==> config.mk <==
export PLATFORM = sky130hd
export DESIGN_NAME = udma_lsu_host
export DESIGN_NICKNAME = d
export VERILOG_FILES = /design/src/rtl/udma_lsu_pkg.sv /design/src/rtl/udma_lsu_host.sv
export SDC_FILE = /design/constraint.sdc
export NUM_CORES = 1
export LEC_CHECK = 0
export ABC_AREA = 1
export BUFFER_PORTS_ARGS = -buffer_cell sky130_fd_sc_hd__buf_2
export CAP_MARGIN = 20
export CORE_UTILIZATION = 52
export CTS_BUF_LIST = sky130_fd_sc_hd__clkbuf_8
export DETAILED_ROUTE_END_ITERATION = 8
export GPL_ROUTABILITY_DRIVEN = 1
export PLACE_DENSITY = 0.78
export SLEW_MARGIN = 20
export SYNTH_ARGS = -nofsm -noshare
export SYNTH_HDL_FRONTEND = slang
export SYNTH_SLANG_ARGS = --single-unit
export TNS_END_PERCENT = 10
==> constraint.sdc <==
create_clock -name clk_i -period 1.7 [get_ports clk_i]
set_input_delay 0.17 -clock clk_i [delete_from_list [all_inputs] [get_ports clk_i]]
set_output_delay 0.17 -clock clk_i [all_outputs]
set_load 0.02 [all_outputs]
==> src/rtl/udma_lsu_pkg.sv <==
// udma_lsu_pkg: command bytes, frame lengths and FSM states shared by
// udma_lsu_host and udma_lsu_tap (checksum bytes under UDMA_LSU_HOST_CSUM_EN).
package udma_lsu_pkg;

  localparam logic [7:0] LSU_CMD_WR = 8'h57;
  localparam logic [7:0] LSU_CMD_RD = 8'h52;
  localparam logic [7:0] LSU_ACK    = 8'h4B;

`ifdef UDMA_LSU_HOST_CSUM_EN
  localparam int LSU_CSUM_BYTES = 1;
`else
  localparam int LSU_CSUM_BYTES = 0;
`endif

  localparam int LSU_WR_BYTES = 9 + LSU_CSUM_BYTES;
  localparam int LSU_RD_BYTES = 5 + LSU_CSUM_BYTES;
  localparam int LSU_WR_REPLY = 1 + LSU_CSUM_BYTES;
  localparam int LSU_RD_REPLY = 4 + LSU_CSUM_BYTES;
  localparam int LSU_FRAME_W  = 8 * LSU_WR_BYTES;

  // Reply bits kept: the checksum byte never lands in read data.
  localparam int LSU_RX_W = (LSU_CSUM_BYTES != 0) ? 32 : 24;

  typedef enum logic [1:0] {
    LSU_IDLE,
    LSU_SEND,
    LSU_WAIT,
    LSU_DONE
  } lsu_state_e;

  function automatic logic [7:0] lsu_xor4(input logic [31:0] w);
    return w[31:24] ^ w[23:16] ^ w[15:8] ^ w[7:0];
  endfunction

endpackage

==> src/rtl/udma_lsu_host.sv <==
// udma_lsu_host: serialises host load/store requests into UART command
// frames and parses replies. Optional checksums: UDMA_LSU_HOST_CSUM_EN.
module udma_lsu_host
  import udma_lsu_pkg::*;
#(
  parameter int              TO_W        = 24,
  parameter logic [TO_W-1:0] TIMEOUT_CYC = TO_W'(1000000)
) (
  input  logic        clk_i,
  input  logic        rstn_i,
  input  logic        en_i,
  input  logic        host_req_i,
  output logic        host_gnt_o,
  input  logic        host_we_i,
  input  logic [31:0] host_addr_i,
  input  logic [31:0] host_wdata_i,
  output logic        host_valid_o,
  output logic [31:0] host_rdata_o,
  output logic        host_err_o,
  output logic        tx_valid_o,
  output logic [7:0]  tx_data_o,
  input  logic        tx_busy_i,
  input  logic        rx_valid_i,
  input  logic [7:0]  rx_data_i
);

  localparam logic [3:0] WR_LAST = 4'(LSU_WR_BYTES - 1);
  localparam logic [3:0] RD_LAST = 4'(LSU_RD_BYTES - 1);
  localparam logic [2:0] WR_RLAST = 3'(LSU_WR_REPLY - 1);
  localparam logic [2:0] RD_RLAST = 3'(LSU_RD_REPLY - 1);
  localparam logic [TO_W-1:0] TO_LAST = TIMEOUT_CYC - 1'b1;

  lsu_state_e state_q, state_d;

  logic [LSU_FRAME_W-1:0] frame_q, frame_d;
  logic [3:0]             bcnt_q;
  logic [2:0]             rcnt_q;
  logic [TO_W-1:0]        to_cnt_q;
  logic [LSU_RX_W-1:0]    rdata_q;
  logic                   we_q;
  logic                   sent_q;
  logic [31:0]            res_data_q, res_data_d;
  logic                   res_err_q, res_err_d;
`ifdef UDMA_LSU_HOST_CSUM_EN
  logic [7:0]             csum_q;
`endif

  logic take_req;
  logic tx_fire;
  logic last_byte;
  logic in_wait;
  logic rx_take;
  logic rx_done;
  logic to_hit;

  assign take_req  = (state_q == LSU_IDLE) && en_i && host_req_i;
  assign tx_fire   = (state_q == LSU_SEND) && en_i && !tx_busy_i && !sent_q;
  assign last_byte = bcnt_q == (we_q ? WR_LAST : RD_LAST);
  assign in_wait   = (state_q == LSU_WAIT) && en_i;
  assign rx_take   = in_wait && rx_valid_i;
  assign rx_done   = rx_take && (rcnt_q == (we_q ? WR_RLAST : RD_RLAST));
  assign to_hit    = to_cnt_q == TO_LAST;

  always_ff @(posedge clk_i) begin
    if (!rstn_i) state_q <= LSU_IDLE;
    else         state_q <= state_d;
  end

  always_comb begin
    state_d = state_q;
    unique case (state_q)
      LSU_IDLE: if (take_req) state_d = LSU_SEND;
      LSU_SEND: if (tx_fire && last_byte) state_d = LSU_WAIT;
      LSU_WAIT: if (rx_done || to_hit) state_d = LSU_DONE;
      LSU_DONE: state_d = LSU_IDLE;
      default:  state_d = LSU_IDLE;
    endcase
    if (!en_i) state_d = LSU_IDLE;
  end

  always_comb begin
    host_gnt_o   = take_req;
    host_valid_o = (state_q == LSU_DONE) && en_i;
    tx_valid_o   = tx_fire;
    tx_data_o    = tx_fire ? frame_q[LSU_FRAME_W-1 -: 8] : 8'h00;
    host_rdata_o = res_data_q;
    host_err_o   = res_err_q;
  end

  // Frames are left-aligned so every byte leaves from the top slice.
  always_comb begin
    frame_d = '0;
`ifdef UDMA_LSU_HOST_CSUM_EN
    if (host_we_i)
      frame_d = {LSU_CMD_WR, host_addr_i, host_wdata_i,
                 LSU_CMD_WR ^ lsu_xor4(host_addr_i) ^ lsu_xor4(host_wdata_i)};
    else
      frame_d[LSU_FRAME_W-1 -: 48] = {LSU_CMD_RD, host_addr_i,
                                      LSU_CMD_RD ^ lsu_xor4(host_addr_i)};
`else
    if (host_we_i)
      frame_d = {LSU_CMD_WR, host_addr_i, host_wdata_i};
    else
      frame_d[LSU_FRAME_W-1 -: 40] = {LSU_CMD_RD, host_addr_i};
`endif
  end

  always_comb begin
    logic       csum_ok;
    logic [7:0] ack;
    logic [31:0] rd;
    res_err_d  = 1'b1;
    res_data_d = 32'h0;
`ifdef UDMA_LSU_HOST_CSUM_EN
    csum_ok = (csum_q ^ rx_data_i) == 8'h00;
    ack     = rdata_q[7:0];
    rd      = rdata_q;
`else
    csum_ok = 1'b1;
    ack     = rx_data_i;
    rd      = {rdata_q, rx_data_i};
`endif
    if (rx_done) begin
      if (we_q) begin
        res_err_d = (ack != LSU_ACK) || !csum_ok;
      end else begin
        res_err_d  = !csum_ok;
        res_data_d = csum_ok ? rd : 32'h0;
      end
    end
  end

  always_ff @(posedge clk_i) begin
    if (!rstn_i) begin
      frame_q    <= '0;
      bcnt_q     <= '0;
      rcnt_q     <= '0;
      to_cnt_q   <= '0;
      rdata_q    <= '0;
      we_q       <= 1'b0;
      sent_q     <= 1'b0;
      res_data_q <= '0;
      res_err_q  <= 1'b0;
`ifdef UDMA_LSU_HOST_CSUM_EN
      csum_q     <= '0;
`endif
    end else begin
      sent_q <= tx_fire;
      unique case (1'b1)
        take_req: begin
          we_q    <= host_we_i;
          frame_q <= frame_d;
          bcnt_q  <= '0;
        end
        tx_fire: begin
          frame_q <= frame_q << 8;
          bcnt_q  <= bcnt_q + 4'd1;
          if (last_byte) begin
            to_cnt_q <= '0;
            rcnt_q   <= '0;
            rdata_q  <= '0;
`ifdef UDMA_LSU_HOST_CSUM_EN
            csum_q   <= '0;
`endif
          end
        end
        in_wait: begin
          to_cnt_q <= to_cnt_q + 1'b1;
          if (rx_take) begin
            rcnt_q  <= rcnt_q + 3'd1;
            rdata_q <= {rdata_q[LSU_RX_W-9:0], rx_data_i};
`ifdef UDMA_LSU_HOST_CSUM_EN
            csum_q  <= csum_q ^ rx_data_i;
`endif
          end
          if (rx_done || to_hit) begin
            res_data_q <= res_data_d;
            res_err_q  <= res_err_d;
          end
        end
        default: ;
      endcase
    end
  end

endmodule

==> results of run 1 <==
-- layout make-up --
type	count	area share (%)
diodes	1	0.0261
clock buffers	22	3.15
clock inverters	10	1.71
inverters	91	3.66
multi-input cells	651	35.1
flip-flops and latches	164	34.2
well taps	176	2.29
repair buffers	232	19.8
-- stage by stage --
stage               hold WS (ns)  setup TNS, ns  total power [mW]  std cells
finish                    0.0203          -2.31              8.27       1347
global route             0.00891          -7.51              8.56       1346
CTS                      0.00173          -1.95              8.22       1341
floorplan                  0.308              0              4.58        964
global placement           0.401              0              4.85       1241
detailed placement         0.406        -0.0290              4.86       1241
-- flip-flops by register name, indices dropped and copies added (netlist names) --
signal and count:
host_rdata_o 32, rdata_q 24, rcnt_q 3, host_err_o 1
bcnt_q 4, sent_q 1, state_q 2, to_cnt_q 24
we_q 1, frame_q 72
-- per-layer routing --
| metal | wire (µm) | GRT usage [%] | up-vias |
|---|---|---|---|
| li1 | - | - | 3612 |
| met1 | 8190 | 33.6 | 3409 |
| met2 | 10200 | 48.9 | 260 |
| met3 | 1170 | 7.38 | 46 |
| met4 | 491 | 11.2 | 0 |
| met5 | 0 | 0 | - |
-- worst register-to-register path, cell delays in order (launching register included) --
cell	delay (ns)
dfxtp_2	0.33
inv_2	0.07
ha_4	0.13
nand2_2	0.05
inv_2	0.09
nand2_8	0.09
buf_6	0.16
nor2_8	0.10
nand2_8	0.09
nand2_8	0.12
buf_12	0.13
buf_16	0.11
nand4_1	0.12
a21oi_2	0.18
-- power breakdown --
| group | switching, mW | internal (mW) | total, mW |
|---|---|---|---|
| registers | 0.0791 | 3.97 | 4.05 |
| clock network | 1.45 | 1.81 | 3.25 |
| logic | 0.521 | 0.443 | 0.964 |
-- path summary, 6_finish.rpt --
check	start	to	slack, ns	cells after the start
setup / recovery	state_q[1]	rdata_q[7]	-0.13	13
setup reg to reg	state_q[1]	rdata_q[7]	-0.13	13
hold reg to reg	to_cnt_q[5]	to_cnt_q[5]	0.45	2
hold / removal	host_addr_i[12]	frame_q[44]	0.02	3
-- cells in the mapped netlist, drive strengths merged --
cell type / number / share of area (%)
a21oi: 149 / 10
a32o: 4 / 0.56
buf: 33 / 2.9
clkbuf: 26 / 1.4
clkinv: 2 / 0.11
dfxtp: 164 / 46
ha: 8 / 1.4
inv: 89 / 4.7
nand2: 211 / 12
nand3: 31 / 2.4
nand3b: 1 / 0.11
nand4: 37 / 3.4
nor2: 88 / 5.2
nor3: 5 / 0.42
nor3b: 1 / 0.18
o21ai: 72 / 5.2
o21bai: 1 / 0.11
o22ai: 40 / 3.5
or2: 1 / 0.088
xor2: 1 / 0.12
-- repair_timing --
action,CTS,global route
hold buffers,55,0
endpoints found under the hold margin,62,0
setup buffers,8,4
gates resized for setup,59,32
pin swaps,1,6
gates cloned,5,1
endpoints found under the setup margin,42,134
-- cell families (layout without fill, tap and decap cells) --
logic type      after synthesis  count (layout)  synth area share [%]
simple gates                375             376                  23.4
flops                       164             164                  46.2
compound gates              266             266                  19.9
buf+inv                     150             355                  9.05
xor+xnor                      1               1                 0.123
fa+ha+maj                     8               8                  1.41
other cells                   0               1                     0
==> flow_summary.json, run 1 <==
{
  "fp-row-count": 42,
  "die_h_um": 119,
  "ant_nets": 0,
  "ys_types": 35,
  "grt_max_degree": 52,
  "worstPathMaxFanout": 7,
  "worst_pin_slew_ns": 0.494,
  "start_util_pct": 53.5,
  "power_density_nw_per_um2": 861,
  "drtPass1Iterations": 5,
  "relSlewSlack_pct": 67.1,
  "cts_inserted_buffers": 17,
  "syn_to_final_growth_pct": 35.1,
  "syn-cell-area_um2": 7110,
  "cp-end-kind": "flop",
  "cts-root-buf": "clkbuf_8",
  "netlist_instances": 964,
  "drt_wl_total_um": 20000,
  "cpPeakStageDelay_ns": 0.33,
  "place_ws_ns": -0.0244,
  "drive_gt1_share_pct": 23.2,
  "max_freq_mhz": 546,
  "place_area_um2": 8020,
  "fin_nets": 1244,
  "layout_common_cells": "nand2_1 (204), dfxtp_1 (162), a21oi_1 (141)",
  "cts_tree": "built",
  "period_share_pct": 108,
  "antenna_found_initial": 1,
  "drc": 0,
  "syn_area_per_cell_um2": 7.37,
  "cts_buffer_depth": 2,
  "drt_iter0_markers": 604,
  "synth-seq-area-share_pct": 46.2,
  "grt_util_all_layers_pct": 28.4,
  "rsz0062_at_grt": "yes",
  "cp_top_family": "simple AND/OR/NAND/NOR gates",
  "port_buffers": 122,
  "min_period_ns": 1.83,
  "ir_drop_uv": 675,
  "fin_area_um2": 9600,
  "ys_ff_latch": 164,
  "final_common_cell": "nand2_1",
  "htreeDepth": 4,
  "io_pins": 123,
  "max-cap-violations": 0,
  "cpMaxStageDelayCell": "dfxtp_2",
  "final_hold_viol_count": 0,
  "fin_ws_ns": -0.131,
  "clock_latency_ns": 0.47,
  "p_leak_nw": 3.89,
  "grt_pass1_vias": 6925,
  "cp.required_ns": 2.10,
  "crit_buf_inv": 5,
  "start_kind": "flop",
  "ys.warnings.count": 0,
  "cp_data_arrival_time_ns": 2.23,
  "slew_viol_final": 0,
  "clk_pin_slew_ns": 0.09,
  "fp.dieW_um": 119,
  "synth_fp_nets": 1051,
  "setup_violations": 49,
  "path_class": "flop to flop",
  "finalClockSkew_ns": 0.0112,
  "violations": "setup timing",
  "vias": 7327,
  "final_core_util_pct": 72.2,
  "cts_sinks": 164,
  "fillers": 1021,
  "gr-total-overflow": 0,
  "worst_hold_path_type": "input pin to flop",
  "gp_congestion": 0.845,
  "grt_pass1_wl_um": 32400,
  "viasPerCell": 5.44,
  "path_cells": "inv_2 -> ha_4 -> nand2_2 -> inv_2 -> nand2_8 -> buf_6 -> nor2_8 -> nand2_8 -> nand2_8 -> buf_12 -> buf_16 -> nand4_1 -> a21oi_2",
  "hpwl_um": 11500,
  "wl_per_cell_um": 14.9,
  "cp_common_cell": "nand2_8",
  "die-area_um2": 14100,
  "multi_input_area_um2": 3370,
  "seq_area_um2": 3290,
  "core_area_um2": 13300,
  "status": "complete, but fails checks"
}
Power figures use the tool's default switching activity.
==> run 2: changes to the inputs <==
--- a/config.mk
+++ b/config.mk
@@ -15,2 +15,3 @@
 export PLACE_DENSITY = 0.78
+export RECOVER_POWER = 50
 export SLEW_MARGIN = 20
==> constraint.sdc (replaced) <==
create_clock -name clk_i -period 1.7 [get_ports clk_i]
set_input_delay 0.085 -clock clk_i [delete_from_list [all_inputs] [get_ports clk_i]]
set_output_delay 0.085 -clock clk_i [all_outputs]
set_load 0.02 [all_outputs]
==> run 2 against run 1 <==
The run still ends with setup timing left. Die area is the same. Flip-flop and latch count unchanged. Sequential share of layout area down 0.071 points. Design area rose by 0.21%. Core utilization increased by 0.15 points. Global-route usage increased by 0.15 points. Maximum frequency is 2.4% higher. Power decreased by 4.0%. Clock-buffer cell count decreased by 2. Clock power decreased by 11%. Critical path type unchanged. Largest cell class unchanged.
==> flow_summary.json, run 2 (synthesis results as in run 1) <==
{
  "port_buffers": 122,
  "max-cap-violations": 0,
  "layout_common_cells": "nand2_1 (205), dfxtp_1 (162), a21oi_1 (137)",
  "swShare_pct": 26.3,
  "fin_ws_ns": -0.0869,
  "hpwl_um": 11400,
  "fin_nets": 1263,
  "r2r_slack_ns": -0.09,
  "syn_to_final_growth_pct": 35.3,
  "final_hold_viol_count": 0,
  "vias": 7431,
  "worstReg2RegStart": "state_q[1]",
  "max_freq_mhz": 560,
  "start_kind": "flop",
  "cp-end-kind": "flop",
  "io_pins": 123,
  "p_total_mw": 7.94,
  "path_cells": "buf_4 -> ha_4 -> nand2_4 -> nor3_4 -> nand3_2 -> nor2_4 -> clkbuf_16 -> nand2_1 -> a21oi_1",
  "fp.dieW_um": 119,
  "grt_max_degree": 52,
  "seqPwrFrac_pct": 51.1,
  "cts-root-buf": "clkbuf_8",
  "r2r_cells": 9,
  "fp-row-count": 42,
  "cpPeakStageDelay_ns": 0.35,
  "drtPass1Iterations": 7,
  "cts_inserted_buffers": 17,
  "final_core_util_pct": 72.3,
  "largest_reg_flops": 72,
  "hold_end": "to_cnt_q[0]",
  "intPower_mw": 5.85,
  "status": "complete, but fails checks",
  "hold_depth": 5,
  "viasPerCell": 5.44,
  "setup_violations": 35,
  "worstPathMaxFanout": 7,
  "clk_pin_slew_ns": 0.08,
  "combPwrFrac_pct": 12.6,
  "cts_tree": "built",
  "cts_buffer_depth": 2,
  "top_register": "frame_q",
  "relSlewSlack_pct": 62.3,
  "worst_hold_path_type": "input pin to flop",
  "die_h_um": 119,
  "period_share_pct": 105,
  "cpMaxStageDelayCell": "dfxtp_2",
  "ant_nets": 0,
  "r2r-end": "host_rdata_o[6]",
  "min_period_ns": 1.79,
  "cp_data_arrival_time_ns": 2.18,
  "min_from": "en_i",
  "slew_viol_final": 0,
  "htreeDepth": 4,
  "rsz0062_at_grt": "yes",
  "grt_pass1_vias": 6903,
  "power_density_nw_per_um2": 825,
  "cp_top_family": "simple AND/OR/NAND/NOR gates",
  "drt_wl_total_um": 20800,
  "final_common_cell": "nand2_1",
  "p_switching_mw": 2.09,
  "path_class": "flop to flop",
  "drt_iter0_markers": 718,
  "gp_congestion": 0.841,
  "die-area_um2": 14100,
  "wl_per_cell_um": 15.2,
  "finalClockSkew_ns": 0.0133,
  "crit_buf_inv": 2,
  "grt_util_all_layers_pct": 28.5,
  "ir_drop_uv": 663,
  "drc": 0,
  "cp.required_ns": 2.09,
  "p_leak_nw": 3.79,
  "antenna_found_initial": 2,
  "cts_sinks": 164,
  "core_area_um2": 13300,
  "p_clk_share_pct": 36.3,
  "worst_pin_slew_ns": 0.565,
  "grt_pass1_wl_um": 32300,
  "clock_latency_ns": 0.48,
  "gr-total-overflow": 0,
  "drive_gt1_share_pct": 20.0,
  "violations": "setup timing",
  "start_util_pct": 53.5
}
-- run 2: cell types whose count changed in the layout (fill, tap and decap cells not counted), sizes merged --
cell and change:
bufinv -2, dlygate4sd3 +20, clkbuf +29, buf -30
inv -2, diode +1, clkinv +2, clkinvlp +4
bufbuf -2
-- run 2: worst max path at each step --
stage	from	endpoint	depth (start not counted)
floorplan	state_q[0]	frame_q[64]	10
global placement	state_q[0]	to_cnt_q[5]	9
detailed placement	state_q[1]	rdata_q[1]	10
CTS	state_q[1]	rdata_q[1]	12
global route	state_q[1]	frame_q[22]	13
finish	state_q[1]	host_rdata_o[6]	9
-- run 2: area by class of cell --
class,instances,area (µm²)
fill,983,3680
multi-input combinational,651,3350
sequential,164,3290
timing repair buffer,251,2000
inverter,91,354
clock buffer,20,275
tap,176,220
clock inverter,12,129
antenna,2,5.00
-- run 2: what timing repair did --
item                                    4_1_cts  5_1_grt
gates resized for setup                      27       43
pin swaps                                     2       12
hold buffers                                 75        0
setup buffers                                 6        2
endpoints found under the setup margin       86      167
hold endpoints to repair                     86        0
cloned                                        4        6
-- run 2: tightest hold or removal path, cell delays in order --
cell and delay (ns):
buf_2 0.15, nand2_4 0.11, o21ai_0 0.07, o21ai_1 0.07, nor2_1 0.04
-- run 2: power groups by stage --
stage,combinational [mW],clock [mW],sequential (mW)
finish,1.00,2.88,4.05
global route,1.09,3.07,4.06
CTS,0.893,2.90,4.04
detailed placement,0.724,0,4.13
global placement,0.716,0,4.13
floorplan,0.469,0,4.11
-- run 2: per-stage QoR --
stage | setup slack (ns) | setup TNS, ns | cell area [µm²] | hold WS (ns) | std cells
6_report | -0.0869 | -0.795 | 9620 | 0.102 | 1367
5_1_grt | -0.162 | -10.81 | 9620 | 0.140 | 1366
4_1_cts | -0.0322 | -0.131 | 9380 | 0.115 | 1357
3_5_place_dp | -0.0338 | -0.692 | 8010 | 0.320 | 1241
3_3_place_gp | 0.00797 | 0 | 8010 | 0.316 | 1241
2_1_floorplan | 0.0804 | 0 | 7110 | 0.223 | 964
-- run 2: metal layers --
layer,wire (µm),track usage [%],part of all wire (%),vias up
met5,0,0,0,-
met3,1480,6.90,7.1,69
li1,-,-,-,3646
met4,730,15.0,3.5,0
met1,8350,33.7,40,3369
met2,10200,47.9,49,347
==> run 3: changes to the inputs <==
Settings changed: ABC_AREA 1 to default.
==> run 3 against run 2 <==
The run still ends with setup timing left. Synthesized area is 2.7% lower. Clock skew is 0.0059 ns higher. Sequential share of layout area is 1.0 points lower. Routed wire length is 1.7% lower. Clock-buffer cell count is 3 lower. Via count is 9.2% lower. First-iteration DRC count is 12% lower. Synthesized cell count is 24% lower. Largest power group unchanged.
==> flow_summary.json, run 3 <==
{
  "core_area_um2": 12800,
  "antenna_found_initial": 1,
  "place_ws_ns": -0.239,
  "start_util_pct": 54.1,
  "fin_ws_ns": -0.224,
  "synth_area_leaders": "dfxtp_1 (47%), o211a_1 (8.2%), a22o_1 (7.3%)",
  "p_clk_share_pct": 36.8,
  "cpMaxStageDelayCell": "dfxtp_4",
  "grt_max_degree": 102,
  "relSlewSlack_pct": 59.6,
  "violations": "setup timing",
  "ys.flop_type": "dfxtp_1",
  "ir_drop_uv": 807,
  "min_from": "host_wdata_i[21]",
  "async_flop_share_pct": 0,
  "min_period_ns": 1.92,
  "path_cells": "buf_4 -> ha_4 -> and2_1 -> o2111ai_4 -> buf_4 -> nor3b_4 -> buf_4 -> clkbuf_16 -> a22o_1",
  "clock_latency_ns": 0.48,
  "cpPeakStageDelay_ns": 0.37,
  "synthMuxAreaShare_pct": 0.163,
  "syn_to_final_growth_pct": 43.9,
  "gr-total-overflow": 0,
  "swShare_pct": 27.9,
  "worst_pin_slew_ns": 0.605,
  "max_freq_mhz": 520,
  "max-cap-violations": 0,
  "slew_viol_final": 0,
  "drtPass1Iterations": 6,
  "worstReg2RegStart": "state_q[1]",
  "cts_sinks": 164,
  "yosysMostFrequentCell": "dfxtp_1",
  "ys_ff_latch": 164,
  "layout_common_cells": "dfxtp_1 (152), nand2_1 (107), nand3_1 (94)",
  "viasPerCell": 5.80,
  "period_share_pct": 113,
  "io_pins": 123,
  "synth_top_family_by_area": "compound AO/OA/AOI/OAI gates",
  "drive_gt1_share_pct": 31.4,
  "synth_fp_nets": 823,
  "hpwl_um": 11800,
  "seqPwrFrac_pct": 52.9,
  "grt_util_all_layers_pct": 28.0,
  "htreeDepth": 4,
  "synth_top_cell_by_area": "dfxtp_1",
  "cp_top_family": "buffers and inverters",
  "clk_pin_slew_ns": 0.10,
  "p_switching_mw": 2.10,
  "hold_ws_ns": 0.0122,
  "top_register": "frame_q",
  "netlist_instances": 736,
  "syn_area_per_cell_um2": 9.40,
  "synth-seq-area-share_pct": 47.5,
  "synth-compound-area-share_pct": 24.3,
  "grt_pass1_wl_um": 31300,
  "synth_commonest_cells": "dfxtp_1 (164), nand2_1 (110), nand3_1 (96)",
  "ant_nets": 0,
  "synth_xor_area_share_pct": 2.15,
  "synth_adder_area_share_pct": 1.45,
  "cp.required_ns": 2.12,
  "die_h_um": 117,
  "cts_inserted_buffers": 17,
  "final_hold_viol_count": 0,
  "finalClockSkew_ns": 0.0193,
  "grt_pass1_vias": 6521,
  "rsz0062_at_grt": "yes",
  "synth-simple-area-share_pct": 20.2,
  "largest_reg_flops": 72,
  "cts_tree": "built",
  "syn-cell-area_um2": 6920,
  "port_buffers": 122,
  "wl_per_cell_um": 17.5,
  "fp.dieW_um": 117,
  "ys.warnings.count": 0,
  "status": "complete, but fails checks",
  "drt_wl_total_um": 20400,
  "cts-root-buf": "clkbuf_8",
  "cts_buffer_depth": 2,
  "final_common_cell": "dfxtp_1",
  "synth_top_area_share_pct": 47.5,
  "combPwrFrac_pct": 10.3,
  "fp-row-count": 41,
  "start_kind": "flop",
  "intPower_mw": 5.43,
  "gp_congestion": 0.810,
  "cp_common_cell": "buf_4",
  "fillers": 794,
  "drc": 0,
  "path_class": "flop to flop",
  "p_leak_nw": 4.54,
  "vias": 6750,
  "cp_data_arrival_time_ns": 2.34,
  "cp-startpoint": "state_q[1]",
  "power_density_nw_per_um2": 757,
  "crit_buf_inv": 4,
  "ys_types": 58,
  "setup_violations": 89,
  "drt_iter0_markers": 632,
  "worst_hold_path_type": "input pin to flop",
  "die-area_um2": 13800,
  "cp-end-kind": "flop",
  "synth_edf_count": 0,
  "worstPathMaxFanout": 16,
  "fin_nets": 1065
}
run 3: cell types whose count changed in the layout (fill, tap and decap cells not counted), moves of 47 or more:
cell and delta:
a21oi_1 -122, nand2_1 -98, inv_1 -72, nand3_1 +66, a22o_1 +58, nor2_1 -57
o211a_1 +57, o21ai_0 -47
run 3: cells by family (layout without fill, tap and decap cells):
group / count (synthesis) / after routing
buf+inv: 72 / 327
other cells: 0 / 1
fa+ha+maj: 8 / 8
flops: 164 / 164
xor+xnor: 17 / 17
simple gates: 282 / 282
compound gates: 192 / 192
mux: 1 / 1
run 3: timing repair:
item                                    CTS  global route
pin swaps                                18            39
buffers inserted                         12             4
cloned                                    0             4
endpoints found under the setup margin  127           166
endpoints found under the hold margin    74             0
hold buffers                             65             0
resized for setup                        51            46
run 3: tightest hold or removal path: stages:
cell	delay, ns
buf_2	0.07
nand3_1	0.08
nand3_1	0.09
o211a_1	0.14
run 3: power by group through the flow:
stage	logic, mW	registers (mW)	clock network [mW]
2_1_floorplan	0.357	4.05	0
3_3_place_gp	0.566	4.07	0
3_5_place_dp	0.588	4.07	0
4_1_cts	0.721	3.99	2.78
5_1_grt	0.836	4.00	3.00
6_report	0.777	3.99	2.77
run 3: final timing paths:
kind / slack [ns] / endpoint / cells past startpoint
max: -0.22 / host_rdata_o[0] / 9
min: 0.01 / frame_q[21] / 4
max reg2reg: -0.22 / host_rdata_o[0] / 9
min reg2reg: 0.47 / frame_q[4] / 2
run 3: per-layer routing:
layer | routed length, µm | track usage [%]
met5 | 0 | 0
met4 | 615 | 12.3
met3 | 1160 | 5.74
met2 | 10300 | 48.5
met1 | 8290 | 33.3
run 3: layout make-up:
type                    count  area (µm²)  area share [%]
diodes                      1        2.50          0.0251
clock buffers              17         234            2.35
clock inverters            15         155            1.56
inverters                  13        53.8           0.540
multi-input cells         500        3690            37.1
flip-flops and latches    164        3300            33.2
well taps                 172         215            2.16
repair buffers            282        2300            23.1
run 3: metrics by stage:
step | total power, mW | setup TNS (ns) | std cells | utilization (%) | instance area (µm²)
finish | 7.53 | -11.32 | 1164 | 77.9 | 9960
global route | 7.83 | -19.88 | 1164 | 77.9 | 9960
CTS | 7.48 | -10.70 | 1155 | 75.5 | 9650
detailed placement | 4.66 | -13.02 | 1046 | 65.1 | 8320
global placement | 4.64 | -6.83 | 1046 | 65.1 | 8320
floorplan | 4.41 | -9.06 | 736 | - | 7020
